File: src/rtl/ter_inv_stream.sv
// Streaming ternary inverter for binary-encoded-ternary buses: STI/PTI/NTI/PASS per word,
// results buffered in a DEPTH-entry FIFO with valid/ready on both sides and a saturating error counter.
module ter_inv_stream #(
    parameter int N     = 4,
    parameter int BW    = 1,
    parameter int DEPTH = 4,
    parameter int CNT_W = 8
) (
    input  logic               clk,
    input  logic               rst,
    input  logic               in_valid,
    output logic               in_ready,
    input  logic [2*N-1:0]     in_trit,
    input  logic [BW-1:0]      in_bin,
    input  logic [1:0]         in_mode,
    output logic               out_valid,
    input  logic               out_ready,
    output logic [2*N-1:0]     out_trit,
    output logic [BW-1:0]      out_bin,
    output logic               out_err,
    input  logic               err_clr,
    output logic [CNT_W-1:0]   err_cnt
);

    localparam int AW = $clog2(DEPTH);
    localparam int W  = 1 + BW + 2*N;

    localparam logic [AW-1:0]    PTR_ONE   = 1;
    localparam logic [AW:0]      CNT_ONE   = 1;
    localparam logic [AW:0]      DEPTH_CNT = (AW+1)'(DEPTH);
    localparam logic [CNT_W-1:0] ERR_ONE   = 1;

    typedef enum logic [1:0] {
        MODE_STI  = 2'd0,
        MODE_PTI  = 2'd1,
        MODE_NTI  = 2'd2,
        MODE_PASS = 2'd3
    } mode_e;

    // BET codes for logic values 0, 1, 2 and the invalid pattern
    localparam logic [1:0] T0 = 2'b01;
    localparam logic [1:0] T1 = 2'b11;
    localparam logic [1:0] T2 = 2'b10;
    localparam logic [1:0] TX = 2'b00;

    function automatic logic [1:0] map_trit(input logic [1:0] code, input mode_e mode);
        logic [1:0] res;
        res = code;
        if (code != TX && mode != MODE_PASS) begin
            case (code)
                T0:      res = T2;
                T1:      res = (mode == MODE_STI) ? T1 : (mode == MODE_PTI) ? T2 : T0;
                default: res = T0;
            endcase
        end
        return res;
    endfunction

    mode_e              mode;
    logic [2*N-1:0]     xf_trit;
    logic [BW-1:0]      xf_bin;
    logic               xf_err;

    logic [W-1:0]       mem_q [DEPTH];
    logic [W-1:0]       head_word;
    logic [AW-1:0]      wr_ptr_q, wr_ptr_d;
    logic [AW-1:0]      rd_ptr_q, rd_ptr_d;
    logic [AW:0]        count_q, count_d;
    logic [CNT_W-1:0]   err_cnt_q, err_cnt_d;
    logic               full, empty, push, pop;

    assign mode = mode_e'(in_mode);

    always_comb begin
        // NOTE: every combinational output gets a default first so no path leaves it unassigned (no latch).
        xf_trit = '0;
        xf_err  = 1'b0;
        for (int i = 0; i < N; i++) begin
            xf_trit[2*i +: 2] = map_trit(in_trit[2*i +: 2], mode);
            if (in_trit[2*i +: 2] == TX) xf_err = 1'b1;
        end
        xf_bin = (mode == MODE_PASS) ? in_bin : ~in_bin;
    end

    assign full     = (count_q == DEPTH_CNT);
    assign empty    = (count_q == '0);
    assign in_ready = !full && !rst;
    assign push     = in_valid && in_ready;
    assign pop      = out_ready && !empty;

    always_comb begin
        wr_ptr_d  = wr_ptr_q;
        rd_ptr_d  = rd_ptr_q;
        count_d   = count_q;
        err_cnt_d = err_cnt_q;
        if (push) wr_ptr_d = wr_ptr_q + PTR_ONE;
        if (pop)  rd_ptr_d = rd_ptr_q + PTR_ONE;
        case ({push, pop})
            2'b10:   count_d = count_q + CNT_ONE;
            2'b01:   count_d = count_q - CNT_ONE;
            default: count_d = count_q;
        endcase
        // Clear beats saturation; an erroneous word accepted in the clear cycle still counts once.
        if (err_clr)
            err_cnt_d = (push && xf_err) ? ERR_ONE : '0;
        else if (push && xf_err && err_cnt_q != '1)
            err_cnt_d = err_cnt_q + ERR_ONE;
    end

    // NOTE: state registers use non-blocking assignments so every flop samples pre-edge values.
    always_ff @(posedge clk) begin
        if (rst) begin
            wr_ptr_q  <= '0;
            rd_ptr_q  <= '0;
            count_q   <= '0;
            err_cnt_q <= '0;
        end else begin
            wr_ptr_q  <= wr_ptr_d;
            rd_ptr_q  <= rd_ptr_d;
            count_q   <= count_d;
            err_cnt_q <= err_cnt_d;
        end
    end

    // NOTE: storage is deliberately not reset; count_q gates every read so stale entries never escape.
    always_ff @(posedge clk) begin
        if (push) mem_q[wr_ptr_q] <= {xf_err, xf_bin, xf_trit};
    end

    assign head_word = empty ? '0 : mem_q[rd_ptr_q];
    assign out_valid = !empty;
    assign out_err   = head_word[W-1];
    assign out_bin   = head_word[2*N +: BW];
    assign out_trit  = head_word[2*N-1:0];
    assign err_cnt   = err_cnt_q;

endmodule

File: config.mk
export PLATFORM = sky130hd
export DESIGN_NAME = ter_inv_stream
export DESIGN_NICKNAME = d
export VERILOG_FILES = /design/src/rtl/ter_inv_stream.sv
export SDC_FILE = /design/constraint.sdc
export NUM_CORES = 1
export LEC_CHECK = 0
export CAP_MARGIN = 20
export CORE_AREA = 2 2 75 77
export DETAILED_ROUTE_END_ITERATION = 8
export DIE_AREA = 0 0 77 79
export PLACE_DENSITY = 0.76
export SYNTH_ARGS = -nofsm -noshare
export SYNTH_HDL_FRONTEND = slang
export SYNTH_SLANG_ARGS = --single-unit
File: constraint.sdc
create_clock -name clk -period 2.8 [get_ports clk]
set_clock_uncertainty 0.05 [all_clocks]
set_input_delay 0.28 -clock clk [delete_from_list [all_inputs] [get_ports clk]]
set_output_delay 0.28 -clock clk [all_outputs]
set_load 0.03 [all_outputs]
==> key figures, run 1 <==
Run status
  – Status: complete, no violations

Cells and area
  – Fin area: 0.00327 mm2
  – Synth-to-Final Area Change: 27.3%
  – Antenna Cells: 0
  – Share of cells above drive strength 1: 0.149
  – Final core utilization: 0.613
  – Layout fillers: 451
  – Layout Nets: 253

Detailed routing
  – Detail Route Antenna Nets: 0
  – Via count: 1692
  – Router iterations before antenna repair: 6
  – DRT iter0 DRCs: 82
  – Routed wire length: 5140 um
  – Vias/cell: 5.51
  – Routed wire per std cell: 16.8 um
  – DRC viols: 0

Die
  – Ports: 36
  – CORE AREA: 0.00534 mm2
  – Die H: 79 um
  – Initial Util: 0.481
  – DIE AREA: 0.00608 mm2
  – Die Wd: 77 um
  – Std cell rows: 27

Clock network
  – Clock latency on the worst-skew pair: 340 ps
  – Worst-case clock buffer depth: 2
  – Setup Fix Bufs, Post-CTS: 0
  – Clock tree from TritonCTS: yes
  – Post-CTS Hold Buffers: 0
  – CTS sink cnt: 57
  – H-tree depth: 3
  – CTS buffer count: 9
  – CTS Root Cell: clkbuf_8
  – Post-CTS sizing: 0
  – Reg clk slew, reported paths: 60 ps

STA
  – Pin slew with the least headroom to its limit: 585 ps
  – Pins over their slew limit: 0
  – Final setup viols: 0
  – RSZ-0062 raised after global routing: false
  – Min cycle time layout: 2490 ps
  – Setup TNS: 0 ps
  – FMAX: 402 MHz
  – Max transition margin: 0.610
  – Final worst path period share: 0.889
  – Endpoints failing hold: 0

Place
  – Placer Congestion: 0.845
  – Port Buf Inserts: 35
  – Hpwl dp: 3350 um
  – Post-Place Cell Area: 0.00299 mm2

Yosys
  – Post-synthesis async set-or-reset flop share: 0
  – Syn_nets: 211
  – Mean post-synth cell area: 13.7 um2
  – Number of synthesized flops with an enable pin: 40
  – Main synth FF type: edfxtp_1
  – Yosys cell types: 39
  – Synth warn: 0
  – Post-synthesis sequential element count: 57
  – Mapped cell area: 0.00257 mm2
  – Syn Inst Count: 188
  – Seq/Total Area, Yosys: 0.600

Setup path
  – Crit-path slowest cell: clkdlybuf4s50_1
  – Setup Crit Path Kind: register to output pin
  – CP Cell Sequence: buf_4 -> mux4_2 -> and2_1 -> clkdlybuf4s50_1
  – Crit path DAT: 2160 ps
  – Element type at the critical path start: register
  – CP Capture Type: output pin
  – CP Data Required Time: 2470 ps
  – CP max FO: 10
  – Critical Path Max Stage Delay: 580 ps

Pwr
  – Internal: 2.10 mW
  – Clock power share: 0.361
  – Net Sw Frac: 0.286
  – Worst VDD drop: 0.000402 V
  – Leak: 1.13 nW
  – Post-layout total power: 2.93 mW
  – Switch Pwr: 0.838 mW
  – PD cells: 897 mW/mm2
  – Combinational share of power: 0.293
  – Flop pwr share: 0.346

GRT
  – First-pass GRT wire length: 8320 um
  – Grt ovf: 0
  – Global Route Usage Sum: 0.181
  – Largest net degree at the start of global routing: 14
  – Initial antenna violation count: 0
  – Via count of the first global-routing pass: 1693

Run
  – Maxcap violations: 0

Min path
  – Hold/Removal Path Class: register to register
-- through the flow --
stage / hold WS (ps) / std cells / worst slack, ps
3_3_place_gp: 424 / 291 / 226
4_1_cts: 445 / 307 / 276
3_5_place_dp: 436 / 291 / 161
2_1_floorplan: 332 / 188 / 492
6_report: 446 / 307 / 310
5_1_grt: 511 / 307 / 109
-- layer usage --
layer | routed length (um) | GRT usage | share of wire | vias to the layer above
li1 | - | - | - | 803
met1 | 2230 | 0.222 | 0.43 | 815
met2 | 2490 | 0.296 | 0.48 | 62
met3 | 318 | 0.0557 | 0.062 | 12
met4 | 110 | 0.0857 | 0.021 | 0
met5 | 0 | 0 | 0 | -
-- registers in the layout (all words and copies together) (netlist names), named ones only --
signal and flops:
count_q 3, rd_ptr_q 2, mem_q 40, err_cnt 8, wr_ptr_q 2
-- cell usage after synthesis (all sizes together) (2+ instances only) --
cell | number | area share
and2 | 14 | 0.034
o21ai | 10 | 0.019
buf | 3 | 0.0078
ha | 6 | 0.029
o31ai | 2 | 0.0058
mux4 | 10 | 0.088
xor2 | 3 | 0.010
xnor2 | 3 | 0.010
nor4 | 2 | 0.0049
o22ai | 2 | 0.0097
dfxtp | 17 | 0.13
nand3 | 5 | 0.0097
a22o | 8 | 0.027
a21oi | 7 | 0.014
edfxtp | 40 | 0.47
mux2i | 2 | 0.0078
nor2 | 12 | 0.018
and3 | 5 | 0.012
o41ai | 2 | 0.0068
or2 | 2 | 0.0049
nand2 | 8 | 0.012
inv | 7 | 0.010
clkbuf | 3 | 0.0044
or3 | 3 | 0.0078
-- logic make-up after synthesis --
| logic type | Yosys count | synth area share |
|---|---|---|
| multiplexers | 12 | 0.0954 |
| XOR/XNOR | 6 | 0.0205 |
| AND/OR/NAND/NOR | 57 | 0.120 |
| buffers and inverters | 13 | 0.0224 |
| AO/OA/AOI/OAI | 36 | 0.105 |
| adder cells (fa/ha/maj) | 7 | 0.0370 |
| flip-flops | 57 | 0.600 |
-- final cells by class --
cell class	count	area, um2	area share
Clock buffer	11	151	0.0463
Clock inverter	5	125	0.0383
Inverter	7	26.3	0.00803
Multi-Input combinational cell	118	971	0.297
Sequential cell	57	1540	0.471
Tap cell	72	90.1	0.0275
Timing Repair Buffer	37	365	0.112
-- worst max-delay path: cells and delay by family (launching register included) --
family | cells | cell delay [ps]
muxes | 1 | 540
DFF | 1 | 300
buffers and inverters | 2 | 810
and+or+nand+nor | 1 | 170
-- final timing paths --
check / cells past startpoint / from / slack (ps) / to
hold / removal: 2 / count_q[2] / 450 / count_q[2]
setup / recovery: 4 / register / 310 / out_bin
hold reg to reg: 2 / count_q[2] / 450 / count_q[2]
setup reg to reg: 9 / count_q[1] / 320 / count_q[2]
-- power by group through the flow --
stage / Sequential (mW) / Clock (mW) / Combinational (mW)
after global placement: 1.03 / 0 / 0.850
after CTS: 1.02 / 1.07 / 0.870
final: 1.02 / 1.06 / 0.860
after detailed placement: 1.03 / 0 / 0.867
after floorplan: 1.02 / 0 / 0.585
after global routing: 1.02 / 1.10 / 0.925
-- layout by cell type (no fill, tap or decap), types with 3 or more instances in the layout --
| master | Yosys | final |
|---|---|---|
| clkdlybuf4s50_1 | 0 | 35 |
| nand3_1 | 5 | 5 |
| a22o_1 | 8 | 8 |
| xor2_1 | 3 | 3 |
| nor2_1 | 12 | 12 |
| bufinv_16 | 0 | 4 |
| a21oi_1 | 7 | 7 |
| mux4_2 | 10 | 10 |
| dfxtp_1 | 17 | 17 |
| and3_1 | 5 | 5 |
| inv_1 | 7 | 7 |
| xnor2_1 | 3 | 3 |
| nand2_1 | 8 | 8 |
| ha_1 | 6 | 6 |
| edfxtp_1 | 40 | 40 |
| and2_1 | 14 | 14 |
| o21ai_0 | 10 | 10 |
| clkbuf_8 | 0 | 11 |
Note: power is estimated with default switching activity, not from simulation.
==> run 2, diff against run 1 <==
CAP_MARGIN = 15   (was 20)
SKIP_CTS_REPAIR_TIMING = 1   (was unset)
==> results of run 2 <==
Same layout as run 1: the final DEF is identical, and so are final timing and power.
